[config.mk]
export PLATFORM = sky130hd
export DESIGN_NAME = pipe_stage_skid_reg
export DESIGN_NICKNAME = d
export VERILOG_FILES = /design/src/rtl/pipe_stage_skid_reg.sv
export SDC_FILE = /design/constraint.sdc
export NUM_CORES = 1
export LEC_CHECK = 0
export CAP_MARGIN = 40
export CORE_ASPECT_RATIO = 0.5
export CORE_MARGIN = 4
export CORE_UTILIZATION = 55
export DETAILED_ROUTE_END_ITERATION = 8
export DONT_BUFFER_PORTS = 1
export GPL_TIMING_DRIVEN = 1
export PLACE_DENSITY = 0.7
export SLEW_MARGIN = 20
export SYNTH_ARGS = -nofsm -noshare
export SYNTH_HDL_FRONTEND = slang
export SYNTH_SLANG_ARGS = --single-unit
[constraint.sdc]
create_clock -name Clk -period 4.9 [get_ports Clk]
set_clock_uncertainty 0.2 [all_clocks]
set_input_delay 0.98 -clock Clk [delete_from_list [all_inputs] [get_ports Clk]]
set_output_delay 0.98 -clock Clk [all_outputs]
set_load 0.02 [all_outputs]
[src/rtl/pipe_stage_skid_reg.sv]
// Flow-controlled pipeline stage with a 2-entry skid buffer.
//
// A main entry drives the outputs; a skid entry catches the one payload that
// can arrive while the consumer is stalled. in_ready depends only on registered
// state, so no combinational ready path crosses the stage. Bubbles present an
// all-zero control payload so downstream write enables stay inert. out_data is
// left at its last value across bubbles to avoid toggling.
//
// Ports:
//   Clk, Reset           rising-edge clock, asynchronous active-high reset
//   Flush                synchronous flush, empties the stage
//   in_valid/in_ready    upstream handshake
//   in_ctrl/in_data      upstream payload
//   out_valid/out_ready  downstream handshake
//   out_ctrl/out_data    downstream payload (out_ctrl is zero when out_valid=0)
//   stall_count          saturating count of cycles with out_valid & !out_ready
module pipe_stage_skid_reg #(
  parameter int unsigned DATA_W = 32,
  parameter int unsigned CTRL_W = 8,
  parameter int unsigned CNT_W  = 16
) (
  input  logic              Clk,
  input  logic              Reset,
  input  logic              Flush,
  input  logic              in_valid,
  output logic              in_ready,
  input  logic [CTRL_W-1:0] in_ctrl,
  input  logic [DATA_W-1:0] in_data,
  output logic              out_valid,
  input  logic              out_ready,
  output logic [CTRL_W-1:0] out_ctrl,
  output logic [DATA_W-1:0] out_data,
  output logic [CNT_W-1:0]  stall_count
);

  typedef enum logic [1:0] {
    StEmpty,
    StOne,
    StFull
  } state_e;

  state_e              state_q, state_d;
  logic [CTRL_W-1:0]   main_ctrl_q, main_ctrl_d;
  logic [DATA_W-1:0]   main_data_q, main_data_d;
  logic [CTRL_W-1:0]   skid_ctrl_q, skid_ctrl_d;
  logic [DATA_W-1:0]   skid_data_q, skid_data_d;
  logic [CNT_W-1:0]    stall_q, stall_d;

  logic main_valid;
  logic skid_valid;
  logic accept;
  logic pop;

  // Valid bits of both entries are encoded by the state.
  assign main_valid = (state_q != StEmpty);
  assign skid_valid = (state_q == StFull);

  assign in_ready    = ~skid_valid;
  assign out_valid   = main_valid;
  assign out_ctrl    = main_valid ? main_ctrl_q : '0;
  assign out_data    = main_data_q;
  assign stall_count = stall_q;

  assign accept = in_valid & in_ready;
  assign pop    = out_valid & out_ready;

  always_comb begin
    state_d     = state_q;
    main_ctrl_d = main_ctrl_q;
    main_data_d = main_data_q;
    skid_ctrl_d = skid_ctrl_q;
    skid_data_d = skid_data_q;

    unique case (state_q)
      StEmpty: begin
        if (accept) begin
          main_ctrl_d = in_ctrl;
          main_data_d = in_data;
          state_d     = StOne;
        end
      end
      StOne: begin
        if (accept && pop) begin
          main_ctrl_d = in_ctrl;
          main_data_d = in_data;
        end else if (accept) begin
          skid_ctrl_d = in_ctrl;
          skid_data_d = in_data;
          state_d     = StFull;
        end else if (pop) begin
          main_ctrl_d = '0;
          state_d     = StEmpty;
        end
      end
      StFull: begin
        if (pop) begin
          main_ctrl_d = skid_ctrl_q;
          main_data_d = skid_data_q;
          skid_ctrl_d = '0;
          state_d     = StOne;
        end
      end
      default: begin
        main_ctrl_d = '0;
        skid_ctrl_d = '0;
        state_d     = StEmpty;
      end
    endcase

    // Flush wins over any transfer: a same-cycle accept is dropped, and the
    // data register keeps its last presented value rather than the dropped one.
    if (Flush) begin
      state_d     = StEmpty;
      main_ctrl_d = '0;
      main_data_d = main_data_q;
      skid_ctrl_d = '0;
    end
  end

  // Stall counter ignores Flush; only Reset clears it.
  always_comb begin
    stall_d = stall_q;
    if (out_valid && !out_ready && (stall_q != {CNT_W{1'b1}})) begin
      stall_d = stall_q + {{(CNT_W-1){1'b0}}, 1'b1};
    end
  end

  always_ff @(posedge Clk or posedge Reset) begin
    if (Reset) begin
      state_q     <= StEmpty;
      main_ctrl_q <= '0;
      main_data_q <= '0;
      skid_ctrl_q <= '0;
      skid_data_q <= '0;
      stall_q     <= '0;
    end else begin
      state_q     <= state_d;
      main_ctrl_q <= main_ctrl_d;
      main_data_q <= main_data_d;
      skid_ctrl_q <= skid_ctrl_d;
      skid_data_q <= skid_data_d;
      stall_q     <= stall_d;
    end
  end

endmodule
# Yosys cells after proc, flatten, opt, wreduce, memory -nomap -nowiden
# Cells that the tools add are included.
# op_classes
add_sub_neg,1
eq_ne,14
mux,22
bitwise_logic,5
reduce_logical,12
# op_table
cell,count
$mux 32,3
$pmux 32 s3,1
$mux 8,9
$pmux 8 s3,2
$add 16x1->16 const B,1
$ne 16x16->1 const B,1
$mux 2,6
$ne 4x4->1 const B,3
$reduce_and 4->1,3
$ne 3x3->1 const B,3
$ne 2x2->1 const B,3
$pmux 2 s3,1
$reduce_and 5->1,1
$logic_and 1x1->1,3
$ne 3x2->1 const B,1
$not 1->1,3
$reduce_and 3->1,1
$reduce_bool 3->1,1
$and 1x1->1,2
$eq 2x1->1 const B,1
$eq 2x2->1 const B,1
$logic_not 2->1,1
$ne 2x1->1 const B,1
$reduce_bool 2->1,1
$logic_not 1->1,1
# totals
regBits,98
input_bits,45
out_inout_bits,58
elab_cells,60

# Depth between registers and ports, before layout
# logic_depth
depth_word,7
ltp_mapped,6

# Worst setup path before layout
# No wires, ideal clock.
# synth_path
kind,input -> register
startpoint,input port out_ready
endpoint,"register stall_q[13], in the netlist stall_count[13]"
setup_time_ps,128
t_arrival_ps,2122
required_ps,4572
slack_ps,2450
path_stages,5
n_path_buf,1
path_cell_list,buf_6 o21bai_4 nor4_4 nand4_1 mux2_1
# synth_via
elab_chain_cells,3
# synth_lines
item,line_no,text
from (decl),30,"input logic out_ready,"
$logic_not 1->1,123,if (out_valid && !out_ready && (stall_q != {CNT_W{1'b1}})) begin
$logic_and 1x1->1 (2 in series),123,
to (signal assigned),142,stall_q <= stall_d;
to (decl),47,"logic [CNT_W-1:0] stall_q, stall_d;"
# Every way passes these cells.
# A chain may end at the register's enable or synchronous reset.

# Worst setup path in the final report
# layout_path
startpoint,register state_q[1]
endpoint,output port in_ready
# layout_via
elab_chain_cells,2
# layout_lines
item,line_no,text
from (decl),42,"state_e state_q, state_d;"
from (signal assigned),130,state_q <= StEmpty;
from (signal assigned),137,state_q <= state_d;
$eq 2x2->1,56,assign skid_valid = (state_q == StFull);
$not 1->1,58,assign in_ready = ~skid_valid;
to (decl),26,"output logic in_ready,"
# Every way passes these cells.

==> impl_metrics.csv <==
group,metric,value,unit
clock_network,clkTransAtPathRegs,0.07,ns
final_layout,n_antenna_cell,0,
yosys,synth.lib_cells_used.distinct,37,
place,globalplace.congestion,0.780,
worst_setup_path,cp-end-kind,"primary output",
clock_network,cts.repair_timing.setup_buffer_count,0,
yosys,cell_type_contributing_the_most_total_cell_area_after_synthesis,"sky130_fd_sc_hd__dfrtp_1",
yosys,postSynth.asyncResetShare,100,%
yosys,synthesis.area,4590,um2
final_layout,postLayoutCellArea,5000,um2
die,pin_count,103,
clock_network,cts_hold_buf,0,
clock_network,htree_num_levels,3,
timing,setup-violations-final,0,
global_route,gr-total-overflow,0,
worst_setup_path,worst-path-max-fanout,22,
place,dp_cells,445,
global_route,first_global_vias,3015,
worst_setup_path,worst_setup_sp_type,"flop",
die,die_boundary_height,72.6,um
timing,final_critical_path_setup_slack,1.90,ns
yosys,synth_area_leaders,"sky130_fd_sc_hd__dfrtp_1 53%, sky130_fd_sc_hd__mux2_2 23%, sky130_fd_sc_hd__a22o_1 3.1%",
timing,hold_viol_final,0,
yosys,synthCells,345,
timing,max_slew_margin_vs_limit,52.5,%
power_and_ir_drop,total_power,2.16,mW
timing,sum_of_negative_setup_slack,0,ns
drt,routed-via-count,2774,
clock_network,cts_tree,"yes",
final_layout,fin_nets,391,
worst_setup_path,cp_data_arrival_time,1.82,ns
min_path,hold_path.class,"primary input to async pin",
power_and_ir_drop,leakage_power_of_the_design,2.20,nW
yosys,synthDominantCellAreaShare,53.5,%
global_route,grt_start_max_net_pins,70,
timing,final_max_slew_viol_count,0,
yosys,synth_sequential_area_ratio,53.5,%
clock_network,cts_num_sinks,98,
clock_network,cts-buffers-inserted,9,
run,cap_violations,0,
yosys,postSynthRegisterBits,98,
die,floorplan.initialDensity,56.9,%
worst_setup_path,path_buf_inv,1,
yosys,synthMostInstantiatedCell,"sky130_fd_sc_hd__dfrtp_1",
place,port-buffer-count,0,
drt,drt_first_iter_violations,144,
clock_network,post_cts_resize_count,0,
drt,route.detailed.wl_per_inst,20.1,um
final_layout,area_delta_synth_final,9.03,%
worst_setup_path,worst_path_dominant_cell_family,"simple AND/OR/NAND/NOR gates",
timing,finalCriticalPeriod,3.00,ns
die,fp.dieArea,9950,um2
worst_setup_path,crit_chain,"nor2b_4 > inv_1",
drt,drc_violations,0,
global_route,number_of_antenna_violations_at_the_first_check_in_global_routing,0,
worst_setup_path,kind_of_critical_path,"flop to primary output",
clock_network,clock-root-buffer,"sky130_fd_sc_hd__clkbuf_16",
worst_setup_path,cpPeakStageDelay,0.66,ns
yosys,synth_common_cells,"98 x sky130_fd_sc_hd__dfrtp_1, 93 x sky130_fd_sc_hd__mux2_2, 16 x sky130_fd_sc_hd__a22o_1",
global_route,global_route_wire_length_before_repair,15100,um
timing,post-route-period-util,61.3,%
timing,grt_setup_unrepaired,"no",
power_and_ir_drop,power.density_cell_area,432,nW/um2
place,hpwl,6520,um
worst_setup_path,cp.required,3.72,ns
worst_setup_path,slowest_stage,"sky130_fd_sc_hd__nor2b_4",
timing,fmax,0.333,GHz
die,floorplan.die.width,137,um
run_status,status,"finished, final reports clean",
final_layout,post_layout_nonfiller_instances,462,
clock_network,cts.path.max_buffers,2,
place,place_ws,2.06,ns
drt,detailedRoute.firstPassIterationCount,4,
drt,antenna_left,0,
yosys,synth_fp_nets,391,
global_route,grt_util_all_layers,19.4,%
drt,routed_wirelength,9300,um
place,detailed_place.area,4680,um2
yosys,synth-edff-count,0,
drt,detail_route.vias_per_cell,6.00,
die,core.rowCount,23,
final_layout,drive_above_1_share,35.7,%
clock_network,clock_insertion_delay_worst_skew,0.33,ns
yosys,yosys_warnings,0,
die,core-area,8060,um2
timing,worst_pin_slew,0.713,ns
power_and_ir_drop,peakVddDrop,246,uV
yosys,avgSynthCellArea,13.3,um2
yosys,synth_top_flop_cell,"sky130_fd_sc_hd__dfrtp_1",
==> cells by family after synthesis <==
family | after synthesis | share of synthesized area, %
AO/OA/AOI/OAI | 25 | 4.99
adder cells (fa/ha/maj) | 1 | 0.273
flip-flops | 98 | 53.5
buffers and inverters | 28 | 3.19
AND/OR/NAND/NOR | 72 | 9.25
XOR/XNOR | 13 | 2.48
multiplexers | 108 | 26.3
==> report_power, final <==
group / internal (mW) / switching (mW)
registers: 0.964 / 0.224
clock network: 0.394 / 0.295
logic: 0.166 / 0.117
total: 1.52 / 0.636
==> area by class of cell <==
cell class              count  area [um2]
fillers                   640        3060
flip-flops and latches     98        2450
multi-input cells         219        1990
clock buffers              11         233
well taps                 112         140
repair buffers              5        77.6
clock inverters             5        55.1
inverters                  12        47.5
==> cell usage in the layout (no fill, tap or decap), drive strengths merged, types with 2 or more instances in the layout <==
cell / instances
a21oi: 3
buf: 5
nor2b: 11
a2bb2oi: 2
and3: 3
o21bai: 2
clkinv: 2
mux2: 98
or3b: 2
nor4: 5
nand4: 6
xnor2: 4
mux2i: 10
clkbuf: 11
xor2: 9
nor3: 5
clkinvlp: 2
nand3: 9
a22o: 16
nand2: 15
nor2: 13
inv: 12
dfrtp: 98
==> sequential cells by signal (all words and copies together), names as in the netlist <==
name and flops:
skid_ctrl_q 8, skid_data_q 32, main_ctrl_q 8, state_q 2, stall_count 16, out_data 32
==> worst register-to-register path: cells and delay by family, from the launching register on <==
family	cells	cell delay [ns]
mux	2	0.67
flops	1	0.56
buf+inv	1	0.43
simple gates	1	0.66
==> final timing paths <==
check,startpoint,endpoint,slack [ns],cells after the start
worst max register to register,state_q[1],out_data[0],2.25,4
worst min register to register,skid_data_q[25],skid_data_q[25],0.29,1
min in group Clk,skid_data_q[25],skid_data_q[25],0.29,1
max in group asynchronous,Reset,out_data[13],3.32,3
worst max-delay path,state_q[1],in_ready,1.90,2
worst min-delay path,Reset,stall_count[4],0.23,1
==> per-stage QoR <==
step | util (%) | hold slack, ns
after floorplan | - | 0.252
after global placement | 57.8 | 0.264
after detailed placement | 58.1 | 0.284
after CTS | 61.7 | 0.300
after global routing | 62.0 | 0.226
final | 62.0 | 0.229
==> metal layers <==
layer,global-route usage (%),part of all wire [%],vias to the layer above
met5,0,0,-
met4,6.42,1.7,0
met3,7.83,9.2,22
met2,32.6,49,103
met1,23.0,40,1417
li1,-,-,1232
Note: power is estimated with default switching activity, not from simulation.
